## config.mk

```make
export PLATFORM = sky130hd
export DESIGN_NAME = rca_config_bank
export DESIGN_NICKNAME = d
export VERILOG_FILES = /design/src/rtl/rca_config_bank.sv
export SDC_FILE = /design/constraint.sdc
export NUM_CORES = 1
export LEC_CHECK = 0
export ABC_AREA = 1
export CAP_MARGIN = 20
export CORE_ASPECT_RATIO = 1.1
export CORE_MARGIN = 4
export CORE_UTILIZATION = 39
export DETAILED_ROUTE_END_ITERATION = 8
export PLACE_DENSITY = 0.64
export SYNTH_ARGS = -nofsm -noshare
export SYNTH_HDL_FRONTEND = slang
export SYNTH_SLANG_ARGS = --single-unit
```

## constraint.sdc

```tcl
create_clock -name clk -period 4.3 [get_ports clk]
set_clock_uncertainty 0.15 [all_clocks]
set_input_delay 0.645 -clock clk [delete_from_list [all_inputs] [get_ports clk]]
set_output_delay 0.645 -clock clk [all_outputs]
set_load 0.02 [all_outputs]
```

## src/rtl/rca_config_bank.sv

```systemverilog
// Double-buffered per-RCA port register-address config: shadow writes via valid/ready, commit to active when RCA idle.
// Reads have 1-cycle latency; cfg_ready drops only for an RCA whose commit is pending.
module rca_config_bank #(
  parameter int NUM_RCAS        = 4,
  parameter int NUM_READ_PORTS  = 5,
  parameter int NUM_WRITE_PORTS = 4,
  parameter int REG_ADDR_W      = 5,
  localparam int RCA_W     = (NUM_RCAS > 1) ? $clog2(NUM_RCAS) : 1,
  localparam int MAX_PORTS = (NUM_READ_PORTS > NUM_WRITE_PORTS) ? NUM_READ_PORTS : NUM_WRITE_PORTS,
  localparam int PORT_W    = (MAX_PORTS > 1) ? $clog2(MAX_PORTS) : 1
) (
  input  logic                                        clk,
  input  logic                                        rst,
  input  logic                                        cfg_valid,
  output logic                                        cfg_ready,
  input  logic [RCA_W-1:0]                            cfg_rca,
  input  logic                                        cfg_is_dest,
  input  logic [PORT_W-1:0]                           cfg_port,
  input  logic [REG_ADDR_W-1:0]                       cfg_addr,
  input  logic                                        cfg_en,
  output logic                                        cfg_err,
  input  logic [NUM_RCAS-1:0]                         commit_req,
  input  logic [NUM_RCAS-1:0]                         rca_busy,
  output logic [NUM_RCAS-1:0]                         commit_pending,
  output logic [NUM_RCAS-1:0]                         commit_done,
  input  logic                                        rd_req,
  input  logic [RCA_W-1:0]                            rd_sel,
  output logic                                        rd_valid,
  output logic [NUM_READ_PORTS-1:0][REG_ADDR_W-1:0]   rd_src_addrs,
  output logic [NUM_READ_PORTS-1:0]                   rd_src_en,
  output logic [NUM_WRITE_PORTS-1:0][REG_ADDR_W-1:0]  rd_dest_addrs,
  output logic [NUM_WRITE_PORTS-1:0]                  rd_dest_en
);

  typedef enum logic {IDLE, PENDING} state_t;

  typedef struct packed {
    logic [NUM_READ_PORTS-1:0][REG_ADDR_W-1:0]  src_addr;
    logic [NUM_READ_PORTS-1:0]                  src_en;
    logic [NUM_WRITE_PORTS-1:0][REG_ADDR_W-1:0] dst_addr;
    logic [NUM_WRITE_PORTS-1:0]                 dst_en;
  } bank_t;

  bank_t  shadow     [NUM_RCAS];
  bank_t  shadow_nxt [NUM_RCAS];
  bank_t  active     [NUM_RCAS];
  state_t state      [NUM_RCAS];
  bank_t  rd_bank;

  logic                rca_ok;
  logic                port_ok;
  logic                wr_fire;
  logic                err_fire;
  logic [NUM_RCAS-1:0] copy;

  always_comb begin
    cfg_ready = 1'b1;
    rca_ok    = 1'b0;
    for (int i = 0; i < NUM_RCAS; i++) begin
      if (32'(cfg_rca) == i) begin
        cfg_ready = (state[i] == IDLE);
        rca_ok    = 1'b1;
      end
    end
  end

  assign port_ok  = cfg_is_dest ? (32'(cfg_port) < NUM_WRITE_PORTS) : (32'(cfg_port) < NUM_READ_PORTS);
  assign wr_fire  = cfg_valid & cfg_ready & rca_ok & port_ok;
  assign err_fire = cfg_valid & cfg_ready & ~(rca_ok & port_ok);

  // Commit copies from shadow_nxt so a same-cycle write is included in the copy.
  always_comb begin
    for (int i = 0; i < NUM_RCAS; i++) begin
      shadow_nxt[i] = shadow[i];
      if (wr_fire && (32'(cfg_rca) == i)) begin
        if (cfg_is_dest) begin
          for (int p = 0; p < NUM_WRITE_PORTS; p++) begin
            if (32'(cfg_port) == p) begin
              shadow_nxt[i].dst_addr[p] = cfg_addr;
              shadow_nxt[i].dst_en[p]   = cfg_en;
            end
          end
        end else begin
          for (int p = 0; p < NUM_READ_PORTS; p++) begin
            if (32'(cfg_port) == p) begin
              shadow_nxt[i].src_addr[p] = cfg_addr;
              shadow_nxt[i].src_en[p]   = cfg_en;
            end
          end
        end
      end
    end
  end

  always_comb begin
    for (int i = 0; i < NUM_RCAS; i++) begin
      copy[i]           = ~rca_busy[i] & ((state[i] == PENDING) | commit_req[i]);
      commit_pending[i] = (state[i] == PENDING);
    end
  end

  always_ff @(posedge clk) begin
    if (rst) begin
      for (int i = 0; i < NUM_RCAS; i++) begin
        shadow[i] <= '0;
        active[i] <= '0;
        state[i]  <= IDLE;
      end
      commit_done <= '0;
      cfg_err     <= 1'b0;
      rd_valid    <= 1'b0;
      rd_bank     <= '0;
    end else begin
      cfg_err     <= err_fire;
      commit_done <= copy;
      rd_valid    <= rd_req;
      for (int i = 0; i < NUM_RCAS; i++) begin
        shadow[i] <= shadow_nxt[i];
        if (copy[i]) active[i] <= shadow_nxt[i];
        case (state[i])
          IDLE:    if (commit_req[i] && rca_busy[i]) state[i] <= PENDING;
          PENDING: if (!rca_busy[i]) state[i] <= IDLE;
        endcase
      end
      // Reads sample active before this edge's commit lands; unknown RCAs read as zero.
      if (rd_req) begin
        rd_bank <= '0;
        for (int i = 0; i < NUM_RCAS; i++) begin
          if (32'(rd_sel) == i) rd_bank <= active[i];
        end
      end
    end
  end

  assign rd_src_addrs  = rd_bank.src_addr;
  assign rd_src_en     = rd_bank.src_en;
  assign rd_dest_addrs = rd_bank.dst_addr;
  assign rd_dest_en    = rd_bank.dst_en;

endmodule

```

==> results.txt, run 1 <==
The layout filler cell count came out at 5429. In the final routed layout, each cell accounts on average for between 20 and 25 µm. The via count of the first global-routing pass is 20720. The cell area that synthesis handed to floorplanning was approximately 23000 µm². The startpoint kind of the worst setup timing path is an input pin. Setup repair after global routing left no endpoint under its margin.

The finished layout cell area came out at 26180 µm². The starting utilization of the core area is 0.3970. The TritonCTS buffer count is 49. The overall die height came out at between 200 and 300 µm. The critical path buffer and inverter count is 3. The synthesis-to-finish area growth came out at 14.11%. The final hold violation count came out at 0. The first-pass GRT wire length came out at ~120000 µm. Across every metal layer, demand over resource in global routing totals 0.2307.

The share of flip-flops with an asynchronous set or reset after synthesis is 0. The class of the most critical setup path is in -> out. Before antenna repair, the detailed router went through 8 iterations. The peak clock frequency supported by timing came out at roughly 320 MHz. The cell area reported after detailed placement came out at between 20000 and 25000 µm². The final-layout setup total negative slack is 0 ns. The required time reported for the critical path endpoint came out at between 3 and 4 ns.

Synthesis produced a netlist whose cell count is ~3000. Yosys mapped the design onto 29 distinct sky130hd cell types. The remaining routing DRC violations is 0. Max-cap violations in this run came to 0. The routed via count came out at around 21000. In this run the core area contains 92 standard-cell rows. The transition at the pin with the smallest max-transition slack came out at 1.026 ns. The run finished with clean final reports. The root buffer cell chosen for the clock tree is clkbuf_16. The critical path's largest stage delay came out at 0.65 ns. The worst-skew pair later-pin latency is around 0.58 ns. The hold-fix buffer count after cts came out at 0. The number of pins exceeding their max-slew limit in the final report came to 0. The post-layout net count came out at 2978.

The clock net in this run drives a total of a little under 500 sinks. The via density per instance is approximately 5.7. After global routing the overflow that remains totals 0. The final period demand of the worst path came out at 3.121 ns. The core region is around 58000 µm². TritonCTS built the clock tree. The number of setup violations in the final report is 0. The initial antenna violation count came out at 4.

The number of routed nets with antenna violations is 0. The total power density per cell area is slightly below 400 nW/µm². The largest net degree at the start of global routing came out at between 150 and 200. The layout cell share with drive strength beyond 1 came out at 0.04978.

The area of the multi-input gates came out at 9313 µm². The maximum level of the CTS H-tree is 2. The maximum fanout along the worst path is 7. Among cell families on the critical path, the largest total delay comes from buffers and inverters. The total of cells resized after clock tree synthesis came out at 0.

The largest voltage drop on the vdd net is ~0.00028 V. STA classifies the critical path endpoint as an output pin. The floorplan step set the die width to 239.3 µm. The clock edge transition at the registers on the reported setup and hold paths came out at roughly 0.060 ns.

The static leakage power came out at about 9.4 nW. The count of flip-flops with a built-in enable after synthesis came out at 220. Post-CTS timing repair inserted 0 buffers for setup. The count of input and output buffers is 90.

The tightest min-delay check is of the in -> reg type. The final worst-path cycle share came out at 0.7259. For this design, the slowest cell found on the critical path is clkdlybuf4s50_1.

Registers take about 12000 µm². In this run, synthesis produced a sequential element count of slightly below 500. The normalized max-slew margin is 0.3150. The area of the die came out at 62770 µm². The final cell count without fillers is ~3700. The average instance area after synthesis came out at 7.738 µm². The Yosys warning count is 0. Traced cell by cell, the critical path runs through clkdlybuf4s50_1 -> nand2_1 -> clkinv_1 -> nand2_1 -> nand2_2 -> clkdlybuf4s50_1. Data on the critical path arrives at its endpoint at approximately 2.3 ns. The overall power came out at slightly above 10 mW. The total half-perimeter wirelength after legalization and detailed placement came out at 43970 µm. The total length of routed wires came out at roughly 76000 µm. The final estimated routing congestion in global placement came out at 0.8281. Among all flip-flop cells after synthesis, the most frequent one is dfxtp_1. The number of DRC markers after the initial detailed-route iteration is 2273. 91 I/O pins were placed. The maximum buffer depth of the clock tree is 3. The net count after synthesis is 2991. The sequential share of the synthesized area is 0.5288. The total instance count after detailed placement came out at 3653.
-- layout make-up --
class                      count  area share
timing repair buffer         138     0.05582
sequential                   496      0.4634
clock buffer                  85     0.05902
multi-input combinational   2076      0.3557
clock inverter                 7    0.002437
antenna                        1  0.00009558
inverter                     191     0.02758
tap                          752     0.03594
-- cells by family (layout without fill, tap and decap cells) --
family / count (synthesis) / count (layout) / synth area share
buffers and inverters: 393 / 421 / 0.06735
and+or+nand+nor: 1193 / 1193 / 0.1994
AOI/OAI and AO/OA: 883 / 883 / 0.2045
other: 0 / 1 / 0
DFF: 496 / 496 / 0.5288
-- worst paths after layout --
path,start,end,cells past startpoint,slack (ns)
hold / removal,rst,commit_done[1],2,0.16
hold reg to reg,shadow[0][32],shadow[0][32],2,0.34
setup / recovery,cfg_rca[1],cfg_ready,6,1.18
setup reg to reg,state[3],active[0][18],8,1.85
-- state kept, by name (all words and copies together), names as in the netlist --
signal,cells
rd_valid,1
state,4
commit_done,4
cfg_err,1
rd_src_en,5
rd_src_addrs,25
rd_dest_en,4
rd_dest_addrs,20
shadow,216
active,216
-- power by group --
group          switching, mW  total (mW)  internal (mW)
sequential            0.0717        5.15           5.07
combinational          0.640       0.867          0.227
clock                   1.87        4.36           2.49
-- through the flow --
step / utilization / setup WS, ns / hold WS, ns
detailed placement: 0.4252 / 0.7965 / 0.3323
global route: 0.4530 / 1.068 / 0.1607
CTS: 0.4530 / 1.191 / 0.1364
global placement: 0.4252 / 0.8261 / 0.3228
floorplan: - / 1.339 / 0.3173
finish: 0.4531 / 1.179 / 0.1588
-- Yosys cell counts, types with 2 or more instances --
master    number  area [µm²]
buf_2         23       115.1
buf_1         12       45.04
nor2_1        13       48.80
buf_4         11       82.58
nor3_2         2       20.02
nor2_4         4       45.04
nand2_1     1153        4328
o21ai_0      297        1486
dfxtp_1      276        5525
nor3_1         3       15.01
inv_2          8       30.03
edfxtp_1     220        6606
a211o_1        3       26.28
a221oi_1      15       131.4
a21oi_1      486        2432
nand3_1        5       25.02
inv_1        182       683.2
a22o_1        39       341.6
nand4_1       10       62.56
clkbuf_1     156       585.6
a31oi_1       39       244.0
-- cells in the final DEF, fill, tap and decap left out, types with 10 or more instances in the layout --
| master | count |
|---|---|
| clkdlybuf4s50_1 | 87 |
| a21oi_1 | 486 |
| clkbuf_1 | 21 |
| clkbuf_16 | 52 |
| buf_12 | 16 |
| a22o_1 | 39 |
| buf_4 | 33 |
| nand2_1 | 1149 |
| a221oi_1 | 15 |
| edfxtp_1 | 220 |
| dfxtp_1 | 276 |
| clkbuf_8 | 12 |
| a31oi_1 | 39 |
| nor2_1 | 11 |
| o21ai_0 | 297 |
| inv_1 | 180 |
| nand4_1 | 10 |
-- layer usage --
layer / GRT usage / share of wire / vias to the layer above
met5: 0 / 0.00032 / -
met4: 0.1003 / 0.038 / 4
met2: 0.3955 / 0.49 / 1031
met1: 0.2863 / 0.39 / 10240
li1: - / - / 9871
met3: 0.03799 / 0.084 / 189
Note: power is estimated with default switching activity, not from simulation.
==> run 2: changes to the inputs <==
--- a/config.mk
+++ b/config.mk
@@ -11,7 +11,7 @@
 export CORE_MARGIN = 4
 export CORE_UTILIZATION = 39
 export DETAILED_ROUTE_END_ITERATION = 8
-export PLACE_DENSITY = 0.64
+export PLACE_DENSITY = 0.66
 export SYNTH_ARGS = -nofsm -noshare
 export SYNTH_HDL_FRONTEND = slang
 export SYNTH_SLANG_ARGS = --single-unit
==> constraint.sdc (replaced) <==
create_clock -name clk -period 2.8 [get_ports clk]
set_clock_uncertainty 0.15 [all_clocks]
set_input_delay 0.42 -clock clk [delete_from_list [all_inputs] [get_ports clk]]
set_output_delay 0.42 -clock clk [all_outputs]
set_load 0.02 [all_outputs]
==> run 2 against run 1 <==
Hold slack improved by 0.040 ns. First-iteration DRC count fell by 11%. Power rose by 57%. Global-route usage fell by 0.81 points. Largest cell class unchanged.
==> results.txt, run 2 (same netlist as run 1, synthesis figures left out) <==
The flow ran to the end, and the final reports show no timing, DRC or antenna violations. The layout filler cell count is between 5000 and 6000. The area inside the core boundary came out at a little under 60000 µm². The signal on the critical path passes through clkdlybuf4s50_1. The layout cell share with drive strength beyond 1 is 0.06949. The synthesis-to-finish area growth came out at 17.57%.

The first TritonRoute pass finished after 6 iterations. On the worst path, the slowest cell contributes a delay of roughly 0.68 ns. The count of boundary I/O pins is between 90 and 100. Headroom to the max-slew limit came out at 0.3189. The arrival time at the worst endpoint came out at 1.78 ns. The overall die width is 239.3 µm.

The initial antenna violation count was 5. The final period demand of the worst path is 2.346 ns. For this run, the post-layout net count is just over 3000. In this run, CTS created clock tree buffers numbering 50.

The power share of the clock group is 0.427. The die covers roughly 63000 µm². The final cell count without fillers is around 3800. The first-pass GRT wire length is 110900 µm. Dividing the final minimum period by the clock period gives 0.8380. The share of total power dissipated in sequential elements is 0.486.

After detailed routing, the number of remaining DRC violations is 0. VDD sags by at most 0.0004161 V. The count of nets left with antenna violations once routing finished came out at 0.

In this run the worst hold path is classified as in -> reg. The class of the most critical setup path is reg -> out. The transition at the pin with the smallest max-transition slack came out at 1.022 ns. The count of input and output buffers came out at 90. The number of setup violations in the final report is 0. The total global routing overflow is 0. The analysis attributes to net switching a power of between 3 and 4 mW. The fraction of the core area covered by cells at the end of the flow is 0.4668. The clock root buffer master is clkbuf_16. In the final timing run, aggregate negative setup slack is 0 ns. The worst hold slack is around 0.2 ns. The largest net degree at the start of global routing came out at around 150. The total power density per cell area is ~600 nW/µm².

The overall power came out at between 15 and 20 mW. Of the total power, the share spent switching nets is 0.2450. After the first detailed-routing iteration, the DRC count stood at slightly above 2000. Among all stages on the critical path, the largest delay is contributed by clkdlybuf4s50_1. The routed via count is ~20000.

Internal power comes to approximately 12 mW. The via density per instance came out at 5.380. The final hold violation count came out at 0. The required time reported for the critical path endpoint came out at ~2.2 ns.

The via count of the first global-routing pass came out at 19210. The total instance count after detailed placement is 3709. The total half-perimeter wirelength after legalization and detailed placement came out at 42090 µm.

The startpoint of the worst-slack reg-to-reg timing path is state[1]. Among cell families on the critical path, the largest total delay comes from buffers and inverters. Setup repair after global routing left no endpoint under its margin. The worst-skew pair later-pin latency came out at just under 0.6 ns. In this run the worst setup path begins at rd_src_addrs[7]. The static leakage power is slightly below 10 nW. The worst hold path begins at rd_req.

The peak clock frequency supported by timing is around 430 MHz. The clock edge transition at the registers on the reported setup and hold paths is around 0.06 ns. The critical path buffer and inverter count came out at 1.

In the layout the commonest cells are nand2_1, a21oi_1, o21ai_0, dfxtp_1, edfxtp_1. The initialized floorplan defines 92 standard-cell rows. The overall die height is roughly 260 µm.

STA classifies the critical path endpoint as an output pin. The max-capacitance violation count came out at 0. The relative contribution of combinational cells to total power came out at 0.087. TritonCTS built the clock tree. The starting utilization of the core area came out at 0.3970. Of all nets on the critical path, the largest fanout is 2. The number of pins exceeding their max-slew limit in the final report came out at 0. The wire length per cell is about 19 µm. The final estimated routing congestion in global placement is between 0.7 and 0.8. Wires add up to approximately 70000 µm. The number of sinks handled by clock tree synthesis came out at between 400 and 500.

The startpoint kind of the worst setup timing path is a flop. The maximum level of the CTS H-tree is 2. The library cell used most frequently in the layout, excluding fill and tap cells, is nand2_1.

The overall routing resource usage is 0.2226. The maximum buffer depth of the clock tree came out at 3.
run 2: cell types whose count changed in the layout (fill, tap and decap cells not counted), moves of 2 or more:
cell and delta:
clkbuf_1 -8, buf_12 +22, buf_4 +35, clkinv_2 +2, bufinv_16 +2, clkinv_1 +3
run 2: final timing paths:
kind / end / slack (ns) / cells after the start
max reg2reg: active[0][47] / 0.71 / 8
min reg2reg: shadow[1][28] / 0.34 / 2
min: rd_valid / 0.20 / 3
max: rd_src_addrs[7] / 0.45 / 1
run 2: cell type report:
cell class | count | area (µm²) | area share
Clock buffer | 78 | 1540 | 0.05710
Timing Repair Buffer | 196 | 2177 | 0.08071
Clock inverter | 14 | 143.9 | 0.005334
Tap cell | 752 | 940.9 | 0.03488
Antenna cell | 1 | 2.502 | 0.00009277
Sequential cell | 496 | 12130 | 0.4498
Inverter | 191 | 721.9 | 0.02676
Multi-Input combinational cell | 2076 | 9315 | 0.3453
run 2: stage by stage:
step,cell area [µm²],setup WS (ns)
floorplan,22940,0.06390
global placement,25270,0.08874
detailed placement,25270,0.04735
CTS,26970,0.09006
global route,26970,0.3522
finish,26970,0.4537
run 2: power by group through the flow:
stage	combinational [mW]	clock, mW	sequential [mW]
final	1.42	6.93	7.89
after floorplan	0.642	0	8.09
after global placement	1.40	0	8.05
after global routing	1.51	7.28	7.91
after detailed placement	1.41	0	8.05
after CTS	1.41	7.00	7.89
run 2: routing by layer:
layer,vias up,GRT usage,share of wire
met2,777,0.3831,0.48
met4,6,0.06653,0.027
met1,9563,0.2895,0.41
met3,133,0.03421,0.078
met5,-,0,0.00047
li1,9988,-,-
run 2: timing repair:
action	CTS	global route
setup endpoints to repair	1	1
pin swaps	0	0
endpoints found under the hold margin	5	0
gates resized for setup	0	1
hold buffers	1	0
buffers inserted	1	0
